### src/rtl/demux1x2_stream.sv
// demux1x2_stream: registered 1-to-2 stream demultiplexer
// one-entry buffer and word counter per output

module demux1x2_stream #(
  parameter int WIDTH = 8,
  parameter int MODE  = 0,
  parameter int CNT_W = 16
) (
  input  logic             clk,
  input  logic             rst_n,
  input  logic [WIDTH-1:0] in_data,
  input  logic             in_valid,
  input  logic             in_sel,
  output logic             in_ready,
  output logic [WIDTH-1:0] out0_data,
  output logic             out0_valid,
  input  logic             out0_ready,
  output logic [WIDTH-1:0] out1_data,
  output logic             out1_valid,
  input  logic             out1_ready,
  output logic             rr_ptr,
  output logic [CNT_W-1:0] cnt0,
  output logic [CNT_W-1:0] cnt1
);

  logic tgt;
  logic free0;
  logic free1;
  logic push;
  logic push0;
  logic push1;
  logic pop0;
  logic pop1;

  // target select, buffer-free flags and handshake decode
  always_comb begin
    tgt      = (MODE == 0) ? in_sel : rr_ptr;
    free0    = !out0_valid | out0_ready;
    free1    = !out1_valid | out1_ready;
    in_ready = tgt ? free1 : free0;
    push     = in_valid & in_ready;
    push0    = push & !tgt;
    push1    = push & tgt;
    pop0     = out0_valid & out0_ready;
    pop1     = out1_valid & out1_ready;
  end

  // output buffer 0: replace on push, empty on pop
  always_ff @(posedge clk or negedge rst_n) begin
    if (!rst_n) begin
      out0_data  <= '0;
      out0_valid <= 1'b0;
    end else if (push0) begin
      out0_data  <= in_data;
      out0_valid <= 1'b1;
    end else if (pop0) begin
      out0_valid <= 1'b0;
    end
  end

  // output buffer 1: replace on push, empty on pop
  always_ff @(posedge clk or negedge rst_n) begin
    if (!rst_n) begin
      out1_data  <= '0;
      out1_valid <= 1'b0;
    end else if (push1) begin
      out1_data  <= in_data;
      out1_valid <= 1'b1;
    end else if (pop1) begin
      out1_valid <= 1'b0;
    end
  end

  // round-robin pointer advances per accepted word (stays 0 when steering by in_sel)
  always_ff @(posedge clk or negedge rst_n) begin
    if (!rst_n) begin
      rr_ptr <= 1'b0;
    end else if ((MODE != 0) && push) begin
      rr_ptr <= ~rr_ptr;
    end
  end

  // wrapping per-output accepted-word counters
  always_ff @(posedge clk or negedge rst_n) begin
    if (!rst_n) begin
      cnt0 <= '0;
      cnt1 <= '0;
    end else begin
      if (push0) cnt0 <= cnt0 + 1'b1;
      if (push1) cnt1 <= cnt1 + 1'b1;
    end
  end

endmodule
### config.mk
export PLATFORM = sky130hd
export DESIGN_NAME = demux1x2_stream
export DESIGN_NICKNAME = d
export VERILOG_FILES = /design/src/rtl/demux1x2_stream.sv
export SDC_FILE = /design/constraint.sdc
export NUM_CORES = 1
export LEC_CHECK = 0
export CAP_MARGIN = 15
export CORE_UTILIZATION = 50
export DETAILED_ROUTE_END_ITERATION = 10
export DONT_BUFFER_PORTS = 1
export GPL_TIMING_DRIVEN = 0
export PLACE_DENSITY_LB_ADDON = 0.15
export SLEW_MARGIN = 20
export SYNTH_ARGS = -nofsm -noshare
export SYNTH_HDL_FRONTEND = slang
export SYNTH_SLANG_ARGS = --single-unit
### constraint.sdc
create_clock -name clk -period 1.63 [get_ports clk]
set_input_delay 0.2445 -clock clk [delete_from_list [all_inputs] [get_ports clk]]
set_output_delay 0.2445 -clock clk [all_outputs]
set_load 0.1 [all_outputs]
== Word-level counts from Yosys, hierarchy flattened ==
Index checks and enable logic that the tools add are counted.
Word-level totals
  bits in registers: 50
  latch bits: 0
  memory bits (writable): 0
  ROM bits: 0
  input port bits: 14
  output and inout port bits: 52
  word-level logic and storage cells: 25
  memories kept: 0
Operators by class
  add/sub/neg operators: 2
  $mul: 0
  divide/modulo/power cells: 0
  order comparisons: 0
  eq/ne operators: 0
  shift-type cells: 0
  multiplexer cells: 5
  bitwise operators: 7
  reduce and logical (&&, ||, !) cells: 5
Operators with widths (count)
  adder 16 x 1 -> 16 bit, second input constant: 2
  bitwise AND 1 bit: 5
  two-way mux 1 bit: 5
  nonzero test 2 bit: 2
  zero test 1 bit: 3
  OR 1 bit: 2

== Depth between registers and ports, before layout ==
  depth after elaboration: 6
  mapped depth: 5
  gate-level depth less buffers: 5

== Least setup slack after synthesis ==
OpenSTA, ideal clock, no wires.
  kind: register -> register
  start: register cnt1[0]
  end: register cnt1[8]
  setup time: 0.162 ns
  arrival time: 1.910 ns
  required time: 1.468 ns
  path slack: -0.442 ns
  cell stages (with the launch flop): 6
  path buffers: 0
  clock period less this slack: 2.072 ns
  cells stage by stage: dfrtp_1 > ha_1 > and2_1 > nand4_2 > nor3_1 > xor2_1
On the way
  word-level cells in the longest chain between the ends: 1
RTL lines
  start, declared: RTL line 23  | output logic [CNT_W-1:0] cnt1
  start signal, assigned: RTL line 90  | if (push1) cnt1 <= cnt1 + 1'b1;
  adder 16 x 1 -> 16 bit: RTL line 90
No other way between the ends.
A chain may end at the register's enable or synchronous reset.

== Final worst setup path ==
  start: register out0_valid
  end: output in_ready
On the way
  word-level cells in the longest chain between the ends: 3
RTL lines
  start, declared: RTL line 16  | output logic out0_valid,
  start signal, assigned: RTL line 52  | out0_valid <= 1'b0;
  start signal, assigned: RTL line 55  | out0_valid <= 1'b1;
  start signal, assigned: RTL line 57  | out0_valid <= 1'b0;
  zero test 1 bit: RTL line 38  | free0 = !out0_valid | out0_ready;
  OR 1 bit: RTL line 38
  two-way mux 1 bit: RTL line 40  | in_ready = tgt ? free1 : free0;
  end, declared: RTL line 14  | output logic in_ready,
No other way between the ends.

==> results.sh <==
export IMPL_fin_crit_sh=1.05
export IMPL_start_util=0.530
export IMPL_skew_ns=0.0103
export IMPL_holdWs_ns=0.0737
export IMPL_clkLatencyLatePin_ns=0.30
export IMPL_synth_top_area_cell="dfrtp_1"
export IMPL_leakage_nw=1.10
export IMPL_yosys_area_top_type_share=0.578
export IMPL_ys_top_cells_by_count="dfrtp_1, mux2_2, xnor2_1"
export IMPL_synth_ff_type="dfrtp_1"
export IMPL_overflow=0
export IMPL_core_um2=4090
export IMPL_gp_congestion=0.723
export IMPL_yosysMostFrequentCell="dfrtp_1"
export IMPL_setup_ws_ns=-0.0762
export IMPL_relSlewSlack=0.330
export IMPL_synthAdderAreaFrac=0.0116
export IMPL_grt_pass1_vias=1415
export IMPL_fin_setup_tns_ns=-0.0935
export IMPL_ys_seq_area_frac=0.578
export IMPL_synth_xor_xnor_area_share=0.121
export IMPL_rsz0062_at_grt="true"
export IMPL_peakVddDrop_mv=1.13
export IMPL_rrSetupSlack_ns=-0.02
export IMPL_vias=1367
export IMPL_rows=23
export IMPL_p_per_area_nw_per_um2=1750
export IMPL_worst_setup_path_end_kind="output pin"
export IMPL_die_x_um=67.8
export IMPL_fin_nets=205
export IMPL_ant_nets=0
export IMPL_grt_pass1_wl_um=6640
export IMPL_hold_viol_final=0
export IMPL_syn_to_final_growth_pct=25.1
export IMPL_hold_path_cell_count=1
export IMPL_outcome="complete, but fails checks"
export IMPL_ys_warn_count=1
export IMPL_async_flop_share=1.00
export IMPL_fp_dieH_um=67.8
export IMPL_critPathLaunchType="flop"
export IMPL_netlist_top_cells_area="dfrtp_1, mux2_2, xnor2_1"
export IMPL_crit_fanout=5
export IMPL_syn_area_um2=2160
export IMPL_failed_checks="negative setup slack"
export IMPL_n_antenna_cell=0
export IMPL_antenna_found_initial=0
export IMPL_cts_tree="done"
export IMPL_cp_required_ns=1.39
export IMPL_dp_cells=220
export IMPL_whs_endpoint="out0_data[2]$_DFFE_PN0P_"
export IMPL_synth_compound_area_frac=0
export IMPL_min_from="in_data[2]"
export IMPL_io_buffers=0
export IMPL_syn_area_per_cell_um2=12.7
export IMPL_synth_top_family_by_area="simple AND/OR/NAND/NOR gates"
export IMPL_track_usage=0.203
export IMPL_placed_cell_area_um2=2290
export IMPL_r2r_cells=5
export IMPL_path_clk_slew_ns=0.09
export IMPL_grt_max_degree=51
export IMPL_ys_ff_latch=50
export IMPL_htreeDepth=2
export IMPL_min_period_ns=1.71
export IMPL_boundaryPins=66
export IMPL_cts_buffers=5
export IMPL_synth_simple_area_share=0.171
export IMPL_fin_area_um2=2710
export IMPL_fin_cells=240
export IMPL_clockBufferDepth=2
export IMPL_syn_inst=170
export IMPL_setup_viol=4
export IMPL_drive_gt1_frac=0.484
export IMPL_arrival_ns=1.46
export IMPL_syn_nets=186
export IMPL_avgRoutedWirePerCell_um=18.4
export IMPL_drv_cap=0
export IMPL_tightest_slew_ns=1.01
export IMPL_maxSlewViolCount=0
export IMPL_viasPerCell=5.70
export IMPL_die_area_um2=4600
export IMPL_r2r_end="cnt1[15]$_DFFE_PN0P_"
export IMPL_clock_sinks=50
export IMPL_totalWireLength_um=4420
export IMPL_synth_edf_count=0
export IMPL_clockRootBuffer="clkbuf_8"
export IMPL_path_class="reg -> out"
export IMPL_hpwlAfterDp_um=2810
export IMPL_dr_pass1_iters=4
export IMPL_p_total_mw=4.73
export IMPL_r2r_start="cnt1[4]$_DFFE_PN0P_"
export IMPL_synth_cell_types=29
export IMPL_drtIter0Drc=37
export IMPL_drc=0
export IMPL_synthMuxAreaShare=0.0988
export IMPL_hp_class="in -> reg"
export IMPL_fmax_ghz=0.586
==> worst max-delay path: stages, from the launching register on <==
cell and delay (ns):
dfrtp_4 0.63, nand2b_4 0.10, mux2_4 0.42
==> metal layers <==
| layer | vias to the layer above | wire length, µm | track usage | part of all wire |
|---|---|---|---|---|
| met2 | 49 | 2310 | 0.343 | 0.52 |
| met3 | 5 | 383 | 0.0963 | 0.087 |
| li1 | 608 | - | - | - |
| met5 | - | 0 | 0 | 0 |
| met1 | 705 | 1680 | 0.213 | 0.38 |
| met4 | 0 | 52 | 0.0885 | 0.012 |
==> what timing repair did <==
action / in CTS / in global routing
pin swaps: 9 / 7
setup buffers: 8 / 3
endpoints found under the setup margin: 41 / 30
endpoints found under the hold margin: 50 / 0
hold buffers: 2 / 0
resized for setup: 36 / 10
gates cloned: 0 / 1
==> where the power goes <==
part / switching (mW) / internal, mW / total [mW]
sequential: 1.87 / 1.52 / 3.39
clock: 0.392 / 0.458 / 0.849
combinational: 0.213 / 0.282 / 0.495
==> state kept, by name (all words and copies together) (netlist names) <==
signal / count
cnt0: 16
cnt1: 16
out1_data: 8
out0_data: 8
out0_valid: 1
out1_valid: 1
==> layout by cell type, fill, tap and decap left out, drive strengths merged, types with 2 or more instances in the layout <==
cell,Yosys,layout
and2,5,6
nand2,17,17
nand2b,3,3
mux2,19,19
nor3,6,6
nand3,9,9
nor2,5,5
buf,4,15
dfrtp,50,50
xor2,12,12
nand4,10,10
clkbuf,1,6
xnor2,18,18
nor4,2,2
ha,2,2
==> metrics by stage <==
stage | setup WS [ns] | util
6_report | -0.0762 | 0.663
4_1_cts | -0.0911 | 0.645
3_5_place_dp | -0.194 | 0.561
2_1_floorplan | 0.00161 | -
3_3_place_gp | -0.183 | 0.561
5_1_grt | -0.105 | 0.663
==> cell type report <==
class                   instances  area [µm²]
plain buffers                   3        30.0
inverters                       1        3.75
repair buffers                 13         128
fillers                       323        1380
clock buffers                   6        72.6
flip-flops and latches         50        1360
multi-input cells             115        1010
clock inverters                 2        37.5
well taps                      50        62.6
==> worst max-delay path by stage <==
stage / startpoint / endpoint / depth (start not counted)
global placement: out0_valid$_DFFE_PN0P_ / cnt0[15]$_DFFE_PN0P_ / 4
CTS: out0_valid$_DFFE_PN0P_ / in_ready / 2
finish: out0_valid$_DFFE_PN0P_ / in_ready / 2
floorplan: out1_valid$_DFFE_PN0P_ / out1_data[0]$_DFFE_PN0P_ / 4
global route: out1_valid$_DFFE_PN0P_ / in_ready / 2
detailed placement: out0_valid$_DFFE_PN0P_ / cnt0[15]$_DFFE_PN0P_ / 4
==> cells by family (layout without fill, tap and decap cells) <==
| logic type | after synthesis | in the layout |
|---|---|---|
| flops | 50 | 50 |
| other cells | 1 | 1 |
| buf+inv | 6 | 25 |
| xor+xnor | 30 | 30 |
| mux | 19 | 19 |
| simple gates | 62 | 63 |
| fa+ha+maj | 2 | 2 |
No activity file was read; power rests on OpenSTA's default activity.
